## src/rtl/mem_access_unit.sv

```systemverilog
// Load/store sequencer between the CPU datapath and a word-only data memory.
// Sub-word stores become read-modify-write; misaligned or out-of-range accesses complete with err.
module mem_access_unit #(
  parameter int unsigned ADDR_LIMIT = 128
) (
  input  logic        Clock,
  input  logic        Resetn,
  input  logic        req,
  output logic        ready,
  input  logic        st,
  input  logic [1:0]  size,
  input  logic        uns,
  input  logic [31:0] addr,
  input  logic [31:0] wdata,
  output logic [31:0] rdata,
  output logic        done,
  output logic        err,
  output logic [31:0] mem_addr,
  output logic [31:0] mem_wdata,
  input  logic [31:0] mem_rdata,
  output logic        mem_we
);

  typedef enum logic [1:0] {
    IDLE  = 2'd0,
    READ  = 2'd1,
    WRITE = 2'd2,
    DONE  = 2'd3
  } state_e;

  localparam logic [1:0] SZ_BYTE = 2'b00;
  localparam logic [1:0] SZ_HALF = 2'b01;
  localparam logic [1:0] SZ_WORD = 2'b10;
  localparam logic [1:0] SZ_BAD  = 2'b11;

  state_e      state_q, state_d;
  logic        err_q, err_d;
  logic [31:0] rdata_q, rdata_d;

  logic [31:0] addr_q, wdata_q, rbuf_q;
  logic [1:0]  size_q;
  logic        st_q, uns_q;

  logic        req_err;
  logic        accept;
  logic [31:0] merged;

  // Selects the addressed lane of a little-endian word and extends it to 32 bits.
  function automatic logic [31:0] load_extend(input logic [31:0] word,
                                              input logic [1:0]  sz,
                                              input logic [1:0]  ofs,
                                              input logic        zext);
    logic [7:0]  b;
    logic [15:0] h;
    logic [31:0] r;
    b = word[{ofs, 3'b000} +: 8];
    h = ofs[1] ? word[31:16] : word[15:0];
    case (sz)
      SZ_BYTE: r = zext ? {24'h0, b} : {{24{b[7]}}, b};
      SZ_HALF: r = zext ? {16'h0, h} : {{16{h[15]}}, h};
      default: r = word;
    endcase
    return r;
  endfunction

  // Replaces the addressed lane of the old word with the right-aligned store data.
  function automatic logic [31:0] store_merge(input logic [31:0] word,
                                              input logic [31:0] wd,
                                              input logic [1:0]  sz,
                                              input logic [1:0]  ofs);
    logic [31:0] r;
    r = word;
    case (sz)
      SZ_BYTE: r[{ofs, 3'b000} +: 8] = wd[7:0];
      SZ_HALF: begin
        if (ofs[1]) r[31:16] = wd[15:0];
        else        r[15:0]  = wd[15:0];
      end
      default: r = wd;
    endcase
    return r;
  endfunction

  always_comb begin
    req_err = (size == SZ_BAD)
            | ((size == SZ_HALF) && addr[0])
            | ((size == SZ_WORD) && (addr[1:0] != 2'b00))
            | (addr >= ADDR_LIMIT);
  end

  assign accept = (state_q == IDLE) && req;

  always_comb begin
    // NOTE: every signal gets a default before the case so no path leaves it unassigned (no latches).
    state_d = state_q;
    err_d   = err_q;
    rdata_d = rdata_q;
    case (state_q)
      IDLE: begin
        if (req) begin
          err_d   = req_err;
          state_d = req_err ? DONE : READ;
        end
      end
      READ: begin
        if (st_q) begin
          state_d = WRITE;
        end else begin
          rdata_d = load_extend(mem_rdata, size_q, addr_q[1:0], uns_q);
          state_d = DONE;
        end
      end
      WRITE:   state_d = DONE;
      DONE:    state_d = IDLE;
      default: state_d = IDLE;
    endcase
  end

  always_ff @(posedge Clock) begin
    // NOTE: sequential state uses non-blocking assignments so every register samples pre-edge values.
    if (!Resetn) begin
      state_q <= IDLE;
      err_q   <= 1'b0;
      rdata_q <= 32'h0;
    end else begin
      state_q <= state_d;
      err_q   <= err_d;
      rdata_q <= rdata_d;
    end
  end

  // NOTE: request and read-buffer registers carry no reset; they are always written before being used.
  always_ff @(posedge Clock) begin
    if (accept) begin
      addr_q  <= addr;
      wdata_q <= wdata;
      st_q    <= st;
      size_q  <= size;
      uns_q   <= uns;
    end
    if (state_q == READ) begin
      rbuf_q <= mem_rdata;
    end
  end

  assign merged = store_merge(rbuf_q, wdata_q, size_q, addr_q[1:0]);

  // Handshake outputs are gated by Resetn so a reset mid-write suppresses the write that cycle.
  assign ready     = Resetn && (state_q == IDLE);
  assign mem_we    = Resetn && (state_q == WRITE);
  assign done      = (state_q == DONE);
  assign err       = done && err_q;
  assign rdata     = rdata_q;
  assign mem_addr  = {addr_q[31:2], 2'b00};
  assign mem_wdata = merged;

endmodule

```

## config.mk

```make
export PLATFORM = sky130hd
export DESIGN_NAME = mem_access_unit
export DESIGN_NICKNAME = d
export VERILOG_FILES = /design/src/rtl/mem_access_unit.sv
export SDC_FILE = /design/constraint.sdc
export NUM_CORES = 1
export LEC_CHECK = 0
export ABC_AREA = 0
export BUFFER_PORTS_ARGS = -buffer_cell sky130_fd_sc_hd__buf_4
export CELL_PAD_IN_SITES_DETAIL_PLACEMENT = 1
export CELL_PAD_IN_SITES_GLOBAL_PLACEMENT = 1
export CORE_MARGIN = 2
export CORE_UTILIZATION = 35
export DETAILED_ROUTE_END_ITERATION = 12
export PLACE_DENSITY_LB_ADDON = 0.1
export SKIP_CTS_REPAIR_TIMING = 1
export SYNTH_ARGS = -nofsm -noshare
export SYNTH_HDL_FRONTEND = slang
export SYNTH_SLANG_ARGS = --single-unit
```

## constraint.sdc

```tcl
create_clock -name Clock -period 2.7 [get_ports Clock]
set_clock_uncertainty 0.2 [all_clocks]
set_input_delay 0.135 -clock Clock [delete_from_list [all_inputs] [get_ports Clock]]
set_output_delay 0.135 -clock Clock [all_outputs]
set_load 0.05 [all_outputs]
```

======== Yosys cells after proc, flatten, opt, wreduce, memory -nomap -nowiden ========
Cells that the tools add are included.
storage, ports and cells
  output and inout bits ................... 100
  memories ................................ 0
  RAM bits ................................ 0
  bits in read-only memories .............. 0
  bits in latches ......................... 0
  register bits after elaboration ......... 135
cells by class
  eq/ne operators ......................... 8
  bitwise gates (word level) .............. 4
  reductions and logical operators ........ 11
  magnitude comparators ................... 1
  divide/modulo/power cells ............... 0
  multiply operators ...................... 0
  $add $sub $neg .......................... 1
  shift operators ......................... 3
  mux-type cells .......................... 12
operator list
  kind                                                                 number
  one-hot mux 32 bit (2 select lines)                                  2
  two-way mux 32 bit                                                   2
  two-way mux 16 bit                                                   3
  bitwise mux 32 bit                                                   1
  greater-or-equal comparator 32 x 8 -> 1 bit (second input constant)  1
  variable shift 8 x 7 -> 32 bit (first input constant)                1
  variable part select 32 x 6 -> 8 bit                                 1
  variable part select 8 x 7 -> 32 bit                                 1
  == test 2 bit (second input constant)                                4
  one-hot mux 2 bit (4 select lines)                                   1
  negation 5 -> 7 bit                                                  1
  == test 2 x 1 -> 1 bit (second input constant)                       3
  logical AND 1 bit                                                    6
  zero test 2 bit                                                      2
  two-way mux 2 bit                                                    2
  AND reduction 2 bit                                                  2
  OR 1 bit                                                             3
  inequality test 2 bit (second input constant)                        1
  nonzero test 2 bit                                                   1
  two-way mux 1 bit                                                    1
  inverter 1 bit                                                       1

======== Depth between registers and ports, before layout ========
  depth in word-level cells ............... 8
  gate-level depth with buffers ........... 7
  mapped depth without buffers ............ 6

======== Worst setup path before layout ========
No wires, ideal clock.
  path kind ............................... flip-flop to output port
  from .................................... reg addr_q[0]
  to ...................................... out mem_wdata[16]
  arrival time ............................ 2649 ps
  slack ................................... -284 ps
  stages on the path, launching flop included .. 7
  required time ........................... 2365 ps
  path through ............................ edfxtp_1 > inv_2 > ha_1 > nand4bb_1 > o21ai_1 > a22oi_1 > o21ai_0
between the ends
  word-level cells in the longest chain between the ends .. 4
RTL lines
  what                                                                                    RTL line  RTL
  from (decl)                                                                             40        logic [31:0] addr_q, wdata_q, rbuf_q;
  from (signal assigned)                                                                  135       addr_q <= addr;
  negation 5 -> 7 bit *                                                                   74        SZ_BYTE: r[{ofs, 3'b000} +: 8] = wd[7:0];
  variable part select 8 x 7 -> 32 bit or variable shift 8 x 7 -> 32 bit (tied branches)  74
  bitwise mux 32 bit *                                                                    74
  one-hot mux 32 bit (2 select lines) *                                                   73        case (sz)
  to (decl)                                                                               19        output logic [31:0] mem_wdata,
Every way passes the cells marked *; elsewhere a longest branch is shown, timed or not.

======== Final worst setup path ========
  from .................................... reg addr_q[1]
  to ...................................... out mem_wdata[22]
between the ends
  word-level cells in the longest chain between the ends .. 4
RTL lines
  what                                                                                    RTL line
  negation 5 -> 7 bit                                                                     74
  variable part select 8 x 7 -> 32 bit or variable shift 8 x 7 -> 32 bit (tied branches)  74
  bitwise mux 32 bit                                                                      74
  one-hot mux 32 bit (2 select lines) *                                                   73
Marked as above.

==> impl_results.md <==
* Status: finished, final reports clean
* Inserted Clock Buffers at 17
* Die width at 135 um
* Hold endpoint: uns_q
* Final Slew Violations at 0
* Ys async rst share at 0
* Drt drc at 0
* HP Start: uns
* Die Ht at 135 um
* Core area at 16600 um^2
* CTS Root Buffer Type: clkbuf_16
* First-pass GRT wire length at 27000 um
* Nets at 879
* Final Cycle Share at 0.959
* Vias in the first global route at 4648
* Max-cap violations at 0
* Post-synthesis sequential area ratio at 0.619
* CP Data Arrival Time at 2.25 ns
* Post-layout util at 0.558
* Worst-path maximum fanout at 8
* Vias per cell at 4.92
* Crit path required time at 2.37 ns
* Fillcell total at 1707
* Initial antenna violation count at 0
* Layer with the highest usage: met2
* Largest net degree at the start of global routing at 35
* Final Cell Area at 9290 um^2
* Netlist Area Pre-Place at 5980 um^2
* Leak at 3.82 nW
* Hold WC Path Type: input port to flip-flop
* Die ar. at 18200 um^2
* IO Count at 203
* Worst R2R Setup Slack at 0.57 ns
* Final WL at 19300 um
* Fraction of layout instances using a drive strength above 1 at 0.363
* Worst reg2reg endpoint: rdata[9]
* Most frequent cell after synthesis: edfxtp_1
* Non-filler cells, final at 999
* Synthesis-stage register bit count at 135
* Initial drt markers at 238
* CP Depth at 8
* Final ANT Viol Nets at 0
* Delay-heaviest family, CP: buffers and inverters
* Met3 Usage GRT at 0.0582
* Reg clk slew, reported paths at 0.06 ns
* Setup violators final at 0
* Power Total at 9.00 mW
* Post-synth EDFFs at 100
* GR Layer Usage met1 at 0.269
* Reg-to-reg startpoint: addr_q[0]
* Slew @ Worst Pin at 0.598 ns
* Critical Path, Cell by Cell: inv_2 -> ha_2 -> nand4bb_1 -> o21ai_1 -> buf_4 -> a22oi_1 -> o21ai_1 -> buf_4
* Post-synth top area cell: edfxtp_1
* Number of antenna diodes at 0
* Crit-path max cell delay at 0.47 ns
* Skew-Pair Late Insertion Delay at 0.42 ns
* Kind of critical path: flip-flop to output port
* Mapped Cells at 476
* Final Hold Fails at 0
* Placed insts at 856
* GR Util met2 at 0.306
* Routed len/inst at 19.3 um
* CP Launch Type: flip-flop
* Total gr overflow at 0
* Worst setup EP type: output port
* DP Area at 7550 um^2
* R2R depth at 5
* H-tree Lvls at 4
* DP HPWL at 13400 um
* CP Buf/Inv Count at 3
* Cell variety after synth at 46
* GPL Wtd Cong at 0.814
* Initial Utilization at 0.359
* Synth top area share at 0.502
* Fin Hold WS at 0.244 ns
* Layout area overhead at 55.3%
* Worst IR drop on VDD at 0.606 mV
* Avg Inst Size Synth at 12.6 um^2
* Vias post-DR at 4912
* Place WS at 0.247 ns
* Slew headroom at 0.602
* F_max at 386 MHz
* Worst Setup Slack, final at 0.112 ns
* Clk buf depth at 2
* CTS tree: done
* Gr usage total at 0.197
* Yosys Warn Count at 0
* TritonRoute pass-1 iters at 4
* Period minus WS final at 2.59 ns
* Pwr/cell area at 969 nW/um^2
* Final setup TNS at 0 ns
* Post-synth top cells: edfxtp_1 (100), a21oi_1 (54), nand2_1 (39)
* Ranking of synthesized cells by area: edfxtp_1 (50%), dfxtp_1 (12%), a21oi_1 (4.5%), buf_4 (4.3%), o21ai_0 (3.2%)
* Hold Path Depth at 2
* Slowest CP cell: edfxtp_1
* Top FF cell, synth: edfxtp_1
* Core Rows at 47
* Port buffer count at 200
* Clock sink count at 135
==> sequential cells by signal (all words and copies together), names as in the netlist <==
signal / flops
addr_q: 32
wdata_q: 32
st_q: 1
err_q: 1
rdata: 32
size_q: 2
uns_q: 1
state_q: 2
rbuf_q: 32
==> cells in the final DEF (no fill, tap or decap), types with 2 or more instances in the layout <==
cell,Yosys,final
nor3_1,3,3
edfxtp_1,100,100
and2_1,4,3
mux2_2,15,15
clkbuf_16,0,18
a22o_1,16,16
conb_1,1,2
a22oi_1,15,14
o21ai_1,1,9
clkbuf_1,14,4
a221o_1,16,16
dlygate4sd3_1,0,102
o221ai_1,6,6
nand2_1,39,39
ha_1,10,8
buf_4,34,223
nor4_1,6,6
o21ai_0,38,30
nor2_1,8,8
clkinv_1,1,2
a221oi_1,2,2
nor2b_1,4,4
dfxtp_1,35,35
clkbuf_8,0,2
clkinv_2,0,3
and3_1,8,8
nand2b_1,2,2
clkinvlp_4,0,2
mux2i_1,9,9
bufinv_16,0,3
buf_12,0,2
inv_1,6,5
a21oi_1,54,53
==> per-layer routing <==
metal | up-vias | share of wire
met2 | 149 | 0.48
met5 | - | 0
met4 | 0 | 0.012
met1 | 2380 | 0.44
li1 | 2371 | -
met3 | 12 | 0.062
==> worst max-delay path by stage <==
stage / to / startpoint / slack, ns
after floorplan: mem_wdata[16] / addr_q[0] / 0.09
after CTS: mem_wdata[31] / addr_q[1] / -0.20
after detailed placement: mem_wdata[31] / addr_q[1] / 0.25
after global placement: mem_wdata[31] / addr_q[1] / 0.33
final: mem_wdata[22] / addr_q[1] / 0.11
after global routing: mem_wdata[22] / addr_q[0] / -0.03
==> cell families after synthesis <==
kind of cell / after synthesis / share of synthesized area
AO/OA/AOI/OAI: 156 / 0.174
other: 1 / 0.000627
buffers and inverters: 66 / 0.0648
multiplexers: 25 / 0.0471
flip-flops: 135 / 0.619
AND/OR/NAND/NOR: 83 / 0.0736
adder cells (fa/ha/maj): 10 / 0.0209
==> power breakdown <==
group / switching (mW) / leakage (nW) / internal (mW) / total [mW]
Clock: 0.841 / 0.285 / 1.49 / 2.33
Combinational: 2.42 / 2.31 / 1.20 / 3.63
Sequential: 0.245 / 1.22 / 2.80 / 3.04
Total: 3.51 / 3.82 / 5.50 / 9.00
==> layout make-up <==
cell class | count | area [um^2] | share of cell area
inverters | 8 | 32.5 | 0.00350
repair buffers | 328 | 2760 | 0.297
clock buffers | 23 | 468 | 0.0504
flip-flops and latches | 135 | 3700 | 0.399
multi-input cells | 276 | 1930 | 0.208
clock inverters | 9 | 124 | 0.0133
well taps | 220 | 275 | 0.0296
No activity file was read; power rests on OpenSTA's default activity.
